## src/rtl/phys_free_list.sv

```systemverilog
// Physical register free list for register renaming: a circular buffer of free tags
// with a speculative head for allocation and a committed head for misprediction rollback.
module phys_free_list #(
  parameter int NUM_PHYS = 64,
  parameter int NUM_ARCH = 32,
  parameter int PTAG_W   = $clog2(NUM_PHYS)
) (
  input  logic              clk,
  input  logic              rst_n,
  input  logic              alloc_req,
  output logic              alloc_valid,
  output logic [PTAG_W-1:0] alloc_tag,
  input  logic              commit_valid,
  input  logic              free_valid,
  input  logic [PTAG_W-1:0] free_tag,
  input  logic              recover,
  output logic [PTAG_W:0]   free_count,
  output logic              err
);

  localparam int PTR_W = PTAG_W + 1;
  localparam logic [PTR_W-1:0] CAP       = PTR_W'(NUM_PHYS);
  localparam logic [PTR_W-1:0] INIT_TAIL = PTR_W'(NUM_PHYS - NUM_ARCH);

  logic [PTAG_W-1:0] tag_mem [NUM_PHYS];
  logic [PTR_W-1:0]  tail;
  logic [PTR_W-1:0]  spec_head;
  logic [PTR_W-1:0]  commit_head;
  logic [PTR_W-1:0]  spec_depth;
  logic [PTR_W-1:0]  live_depth;
  logic [PTR_W-1:0]  commit_head_nxt;
  logic [PTR_W-1:0]  spec_head_nxt;
  logic              alloc_fire;
  logic              free_drop;
  logic              free_ok;
  logic              commit_bad;
  logic              commit_ok;
  logic              order_bad;

  // Pointers carry a wrap bit, so plain subtraction gives wrap-aware distances.
  assign free_count  = tail - spec_head;
  assign spec_depth  = spec_head - commit_head;
  assign live_depth  = tail - commit_head;

  assign alloc_valid = (free_count != '0) && !recover;
  assign alloc_tag   = tag_mem[spec_head[PTAG_W-1:0]];
  assign alloc_fire  = alloc_req && alloc_valid;

  assign free_drop   = free_valid && (free_count == CAP);
  assign free_ok     = free_valid && !free_drop;
  assign commit_bad  = commit_valid && (commit_head == spec_head);
  assign commit_ok   = commit_valid && !commit_bad;

  // Any distance beyond the buffer size means commit_head <= spec_head <= tail is broken.
  assign order_bad   = (spec_depth > CAP) || (free_count > CAP) || (live_depth > CAP);

  always_comb begin
    commit_head_nxt = commit_ok ? commit_head + PTR_W'(1) : commit_head;
    spec_head_nxt   = spec_head;
    if (recover) begin
      spec_head_nxt = commit_head_nxt;
    end else if (alloc_fire) begin
      spec_head_nxt = spec_head + PTR_W'(1);
    end
  end

  always_ff @(posedge clk or negedge rst_n) begin
    if (!rst_n) begin
      for (int i = 0; i < NUM_PHYS; i++) begin
        tag_mem[i] <= (i < NUM_PHYS - NUM_ARCH) ? PTAG_W'(NUM_ARCH + i) : '0;
      end
      tail        <= INIT_TAIL;
      spec_head   <= '0;
      commit_head <= '0;
      err         <= 1'b0;
    end else begin
      if (free_ok) begin
        tag_mem[tail[PTAG_W-1:0]] <= free_tag;
        tail                      <= tail + PTR_W'(1);
      end
      spec_head   <= spec_head_nxt;
      commit_head <= commit_head_nxt;
      if (free_drop || commit_bad || order_bad) begin
        err <= 1'b1;
      end
    end
  end

endmodule

```

## config.mk

```make
export PLATFORM = sky130hd
export DESIGN_NAME = phys_free_list
export DESIGN_NICKNAME = d
export VERILOG_FILES = /design/src/rtl/phys_free_list.sv
export SDC_FILE = /design/constraint.sdc
export NUM_CORES = 1
export LEC_CHECK = 0
export CAP_MARGIN = 10
export CORE_MARGIN = 2
export CORE_UTILIZATION = 45
export DETAILED_ROUTE_END_ITERATION = 12
export PLACE_DENSITY = 0.62
export SYNTH_ARGS = -nofsm -noshare
export SYNTH_HDL_FRONTEND = slang
export SYNTH_SLANG_ARGS = --single-unit
```

## constraint.sdc

```tcl
create_clock -name clk -period 6.1 [get_ports clk]
set_input_delay 0.915 -clock clk [delete_from_list [all_inputs] [get_ports clk]]
set_output_delay 0.915 -clock clk [all_outputs]
set_load 0.01 [all_outputs]
```

# Word-level counts from Yosys, hierarchy flattened
# Cells that the tools add are included.
[word_totals] reg_bits=406 out_inout_bits=15 elab_cells=109
[classes] addsub=6 n_lt_le_gt_ge=6 n_eq_ne=2 n_mux=9 bitwise=2 n_reduce_logical=16
[ops] operator="bitwise mux 384 bit" n=1
[ops] operator="binary-select mux 6 bit (select 6 bit)" n=1
[ops] operator="demux 6 bit (select 6 bit)" n=1
[ops] operator="adder 7 x 1 -> 7 bit (second input constant)" n=3
[ops] operator="greater-than comparator 7 bit (second input constant)" n=3
[ops] operator="two-way mux 7 bit" n=3
[ops] operator="subtractor 7 bit" n=3
[ops] operator="two-way mux 6 bit" n=3
[ops] operator=">= comparator 7 bit (second input constant)" n=2
[ops] operator="NOT 6 -> 7 bit" n=2
[ops] operator="equality test 7 bit" n=1
[ops] operator="equality test 7 bit (second input constant)" n=1
[ops] operator="logical AND 1 bit" n=7
[ops] operator="less-than comparator 7 x 1 -> 1 bit (second input constant)" n=1
[ops] operator="nonzero test 7 bit" n=1
[ops] operator="logical OR 1 bit" n=4
[ops] operator="zero test 1 bit" n=3
[ops] operator="nonzero test 2 bit" n=1

# Logic depth before layout (Yosys ltp)
# Gate-level depths: netlist of the first run.
[depth] word_depth=6 depth_mapped=15 ltp_nobuf=11

# Worst setup path after synthesis of the first run
# No wires, ideal clock.
[synth_timing] path_kind="register to output" start="register tail[0]" end="output alloc_valid" t_arrival_ns=2.980 setup_slack_ns=2.205 stages_incl_launch_ff=10 path_cell_list="dfrtp_1 > clkbuf_1 > clkinv_1 > ha_1 > fa_1 > or4b_4 > a2111oi_4 > a21oi_2 > a311oi_4 > a21oi_1"
[synth_via] elab_chain_len=3
[synth_rtl] element="from (decl)" line_no="26" rtl="logic [PTR_W-1:0] tail;"
[synth_rtl] element="from (signal assigned)" line_no="79" rtl="tail <= tail + PTR_W'(1);"
[synth_rtl] element="subtractor 7 bit" line_no="41" rtl="assign free_count = tail - spec_head;"
[synth_rtl] element="nonzero test 7 bit" line_no="45" rtl="assign alloc_valid = (free_count != '0) && !recover;"
[synth_rtl] element="logical AND 1 bit" line_no="45"
[synth_rtl] element="to (decl)" line_no="11" rtl="output logic alloc_valid,"
# No other way between the ends.

# Final worst setup path of the first run
# Same ends and word-level chain as after synthesis.

==> results.cfg, run 1 <==
[layout]
fin_area_sq_um = 23000
drive_gt1_share_pct = 58.0
fillers = 3794
fin_nets = 1337
num_antenna_cells = 0
syn2layout_area_growth_pct = 10.8

[global_routing]
overflow = 0
antenna_found_initial = 0
grt_pass1_vias = 11900
grt_pass1_wl_microns = 75600
track_usage_pct = 21.1
grt_max_degree = 121

[clock_tree]
cts.sinks = 406
insertion_delay_ns = 0.58
cts_resized = 0
cts_buffers = 46
cts-root-buf = clkbuf_16
cts.reportedPaths.clkPinSlew_ns = 0.06
clockBufferDepth = 3
cts-hold-fix-buffers = 0
cts_htree_levels = 2
cts_tree = yes
cts_setup_buffers = 0

[setup_path]
crit_required_ns = 5.18
cp-end-kind = output port
cp.arrival_ns = 4.25
start_kind = register
critPathKind = register to output port
crit_fanout = 10

[floorplan]
fp.dieH_microns = 219
io-pin-count = 27
die_area_sq_um = 47800
core-area_sq_um = 45400
start_util_pct = 45.7
rows = 78
dieWidth_microns = 219

[synth]
avgSynthCellArea_sq_um = 16.0
synth_seq_cells = 406
syn_area_sq_um = 20700
synth-edff-count = 0
async_flop_share_pct = 100
yosys.cell_types.count = 65
synthFlopType = dfrtp_1
synthesis.instances = 1294
yosysMostFrequentCell = dfrtp_1
yosysSeqAreaShare_pct = 49.7
ys_warn_count = 0
synth_commonest_cells = 293 x dfrtp_1, 245 x mux2_2, 141 x mux2_4, 126 x mux4_2, 113 x dfstp_2
synth_top_area_share_pct = 35.4
syn_nets = 1329
synth_area_leaders = dfrtp_1 35%, dfstp_2 14%, mux4_2 14%, mux2_2 13%, mux2_4 10%
yosys.area.top_type = dfrtp_1

[placement]
dpl_cell_area_sq_um = 21400
placement.io_buffers = 26
post-dp-hpwl_microns = 30400
gp_congestion = 0.792

[sta]
maxSlewHeadroom_pct = 22.5
rsz0062_at_grt = no
worstMarginPinSlew_ns = 1.15
period_needed_ns = 5.17
final-max-slew-violation-count = 0
hold_viol = 0
tns_ns = 0
fmax_ghz = 0.193
period_share_pct = 84.7
clock_skew_ns = 0.0196
setup_viol = 0

[power_and_ir_drop]
p_per_area_nw_per_um2 = 504
leakage_nw = 9.87
ir_drop_uv = 372

[job]
drv_cap = 0

[route]
drc = 0
wl_per_cell_microns = 25.0
vias = 11300
drtIter0Drc = 787
wirelength_microns = 48400
antenna_left = 0
vias_per_cell = 5.84
drtPass1Iterations = 8

[status]
status = finished, final reports clean

[hold_path]
holdCritPathClass = primary input to asynchronous set/reset pin
critical path, stage by stage (launching register included):
cell,delay (ns)
dfrtp_1,0.50
clkinv_1,0.31
ha_1,0.33
fa_1,0.43
or4b_4,0.55
a2111oi_4,0.30
a21oi_2,0.08
a311oi_4,0.53
a21oi_1,0.17
clkdlybuf4s50_1,0.50
cells by family (layout without fill, tap and decap cells):
kind of cell	Yosys count	count (layout)	synth area share [%]
mux	513	513	37.3
flops	406	406	49.7
simple gates	159	159	5.68
buf+inv	115	158	2.86
compound gates	47	47	1.70
xor+xnor	31	31	1.31
fa+ha+maj	23	23	1.46
layout make-up:
cell class | instances | area, sq um | share of cell area, %
inverters | 26 | 97.6 | 0.425
repair buffers | 49 | 433 | 1.89
flip-flops and latches | 406 | 10300 | 44.9
multi-input cells | 773 | 9830 | 42.8
well taps | 600 | 751 | 3.27
clock buffers | 70 | 1380 | 6.02
clock inverters | 13 | 155 | 0.676
power by group:
group	internal [mW]	leakage, nW	switching, mW
clock	1.68	0.764	1.11
sequential	3.67	5.08	0.608
combinational	2.35	4.03	2.14
through the flow:
stage	hold slack [ns]	power (mW)	setup WS (ns)	utilization, %	instances
6_report	0.390	11.6	0.931	50.6	1937
3_5_place_dp	0.488	8.83	1.51	47.2	1854
5_1_grt	0.436	12.2	0.693	50.6	1937
2_1_floorplan	0.474	7.45	2.21	-	1294
3_3_place_gp	0.482	8.75	1.56	47.2	1854
4_1_cts	0.407	11.7	0.917	50.6	1937
sequential cells by signal, summed over array words and instances (netlist names):
name	flops
err	1
tail	7
spec_head	7
commit_head	7
tag_mem	384
per-layer routing:
metal | track usage [%] | routed length [microns] | vias to the layer above
met5 | 0 | 0 | -
met3 | 3.33 | 1940 | 71
met1 | 30.6 | 22500 | 6129
met4 | 6.33 | 1220 | 0
met2 | 32.7 | 22800 | 221
li1 | - | - | 4890
path summary, 6_finish.rpt:
kind,slack [ns],cells past startpoint,start,to
max reg2reg,1.45,11,tail[0],tag_mem[243]
min,0.39,1,rst_n,tag_mem[119]
max,0.93,9,tail[0],alloc_valid
min in group clk,0.50,1,tag_mem[198],tag_mem[198]
max in group asynchronous,4.32,2,rst_n,tag_mem[229]
min reg2reg,0.50,1,tag_mem[198],tag_mem[198]
placed cells by master, fill, tap and decap left out, drive strengths merged, types with 4 or more instances in the layout:
| master | instances |
|---|---|
| nor3 | 44 |
| clkbuf | 70 |
| mux2 | 386 |
| clkinv | 11 |
| and3 | 5 |
| nor2 | 12 |
| and2 | 4 |
| or3 | 7 |
| mux4 | 126 |
| nand2 | 24 |
| o21ai | 9 |
| clkdlybuf4s50 | 19 |
| dfrtp | 293 |
| nand4 | 5 |
| xnor2 | 17 |
| nand3 | 38 |
| buf | 30 |
| ha | 21 |
| nor2b | 4 |
| a21oi | 14 |
| dfstp | 113 |
| inv | 25 |
| xor2 | 14 |
Power figures use the tool's default switching activity.
==> run 2, diff against run 1 <==
==> constraint.sdc (replaced) <==
create_clock -name clk -period 5.1 [get_ports clk]
set_input_delay 0.765 -clock clk [delete_from_list [all_inputs] [get_ports clk]]
set_output_delay 0.765 -clock clk [all_outputs]
set_load 0.01 [all_outputs]
==> results.cfg, run 2 (synthesis gave the netlist of run 1 again) <==
[placement]
pre_cts_ws_ns = 0.618
placedCellCount = 1853
gp_congestion = 0.787
dpl_cell_area_sq_um = 21400
placement.io_buffers = 26
post-dp-hpwl_microns = 30200

[sta]
hold_viol = 0
worstMarginPinSlew_ns = 1.04
period_share_pct = 95.0
timing.hold.ws_ns = 0.0845
clock_skew_ns = 0.0163
setup_slack_ns = 0.257
period_needed_ns = 4.84
tns_ns = 0
maxSlewHeadroom_pct = 29.9
fmax_ghz = 0.206
final-max-slew-violation-count = 0
rsz0062_at_grt = no
setup_viol = 0

[power_and_ir_drop]
p_per_area_nw_per_um2 = 596
leakage_nw = 9.84
ir_drop_uv = 427

[setup_path]
cp-end-kind = output port
cp.arrival_ns = 4.08
crit_fanout = 10
crit_required_ns = 4.34
critPathKind = register to output port
start_kind = register

[global_routing]
grt_max_degree = 132
antenna_found_initial = 0
grt_pass1_wl_microns = 75800
track_usage_pct = 21.2
grt_pass1_vias = 11800
overflow = 0

[route]
antenna_left = 0
drtIter0Drc = 1043
drtPass1Iterations = 5
vias = 11300
drc = 0
wl_per_cell_microns = 25.2
wirelength_microns = 48600
vias_per_cell = 5.85

[clock_tree]
cts-root-buf = clkbuf_16
cts_setup_buffers = 0
cts_tree = yes
cts.reportedPaths.clkPinSlew_ns = 0.06
clockBufferDepth = 3
cts_resized = 0
cts.sinks = 406
cts_htree_levels = 2
cts_buffers = 46
insertion_delay_ns = 0.58
cts-hold-fix-buffers = 0

[floorplan]
fp.dieH_microns = 219
dieWidth_microns = 219
start_util_pct = 45.7
core-area_sq_um = 45400
io-pin-count = 27
die_area_sq_um = 47800
rows = 78

[layout]
num_antenna_cells = 0
syn2layout_area_growth_pct = 10.5
fin_area_sq_um = 22900
layout_commonest_cell = dfrtp_1
mostFrequentLayoutCells = 291 x dfrtp_1, 245 x mux2_2, 141 x mux2_4, 126 x mux4_2, 113 x dfstp_2
largest_reg_flops = 384
largest-register = tag_mem
instances_no_fill = 1932
fin_nets = 1338
drive_gt1_share_pct = 57.7

[status]
status = finished, final reports clean

[hold_path]
holdCritPathClass = primary input to asynchronous set/reset pin

[job]
drv_cap = 0
==> run 2: cell types whose count changed in the layout (fill, tap and decap cells not counted), moves of 2 or more <==
cell,previous run,this run
clkbuf_8,14,10
buf_12,2,5
clkbuf_1,10,12
buf_4,21,19
clkinv_2,8,5
==> run 2: metrics by stage <==
| step | power, mW | util [%] |
|---|---|---|
| detailed placement | 10.5 | 47.3 |
| global route | 14.4 | 50.5 |
| CTS | 13.8 | 50.4 |
| finish | 13.7 | 50.5 |
| floorplan | 8.90 | - |
| global placement | 10.4 | 47.3 |
==> run 2: worst paths after layout <==
kind / start / to / slack (ns) / depth (start not counted)
max in group asynchronous: rst_n / spec_head[1] / 3.97 / 2
setup reg to reg: tail[0] / tag_mem[339] / 0.56 / 12
min in group clk: tag_mem[125] / tag_mem[125] / 0.50 / 1
setup / recovery: tail[0] / alloc_valid / 0.26 / 9
hold reg to reg: tag_mem[125] / tag_mem[125] / 0.50 / 1
hold / removal: rst_n / tag_mem[112] / 0.08 / 1
==> run 2: routing by layer <==
| layer | share of wire [%] | up-vias | track usage (%) |
|---|---|---|---|
| met5 | 0 | - | 0 |
| met4 | 2.5 | 0 | 6.05 |
| met3 | 5.0 | 69 | 4.33 |
| met2 | 47 | 222 | 33.0 |
| met1 | 45 | 6137 | 30.0 |
| li1 | - | 4878 | - |
==> run 2: final cells by class <==
class | instances | area (sq um)
Clock inverter | 9 | 109
Sequential cell | 406 | 10300
Timing Repair Buffer | 50 | 478
Tap cell | 600 | 751
Inverter | 26 | 97.6
Multi-Input combinational cell | 773 | 9830
Clock buffer | 68 | 1330
Fill cell | 3790 | 22500
==> run 2: power breakdown <==
| group | switching [mW] | leakage (nW) | internal (mW) | total (mW) |
|---|---|---|---|---|
| combinational | 2.57 | 4.05 | 2.83 | 5.40 |
| clock | 1.32 | 0.708 | 1.90 | 3.21 |
| sequential | 0.645 | 5.08 | 4.40 | 5.04 |
==> run 2: critical path, cell delays in order, from the launching register on <==
cell	delay (ns)
dfrtp_1	0.49
clkinv_1	0.28
ha_1	0.32
fa_1	0.43
or4b_4	0.55
a2111oi_4	0.32
a21oi_2	0.08
a311oi_4	0.41
a21oi_1	0.13
clkdlybuf4s50_1	0.50
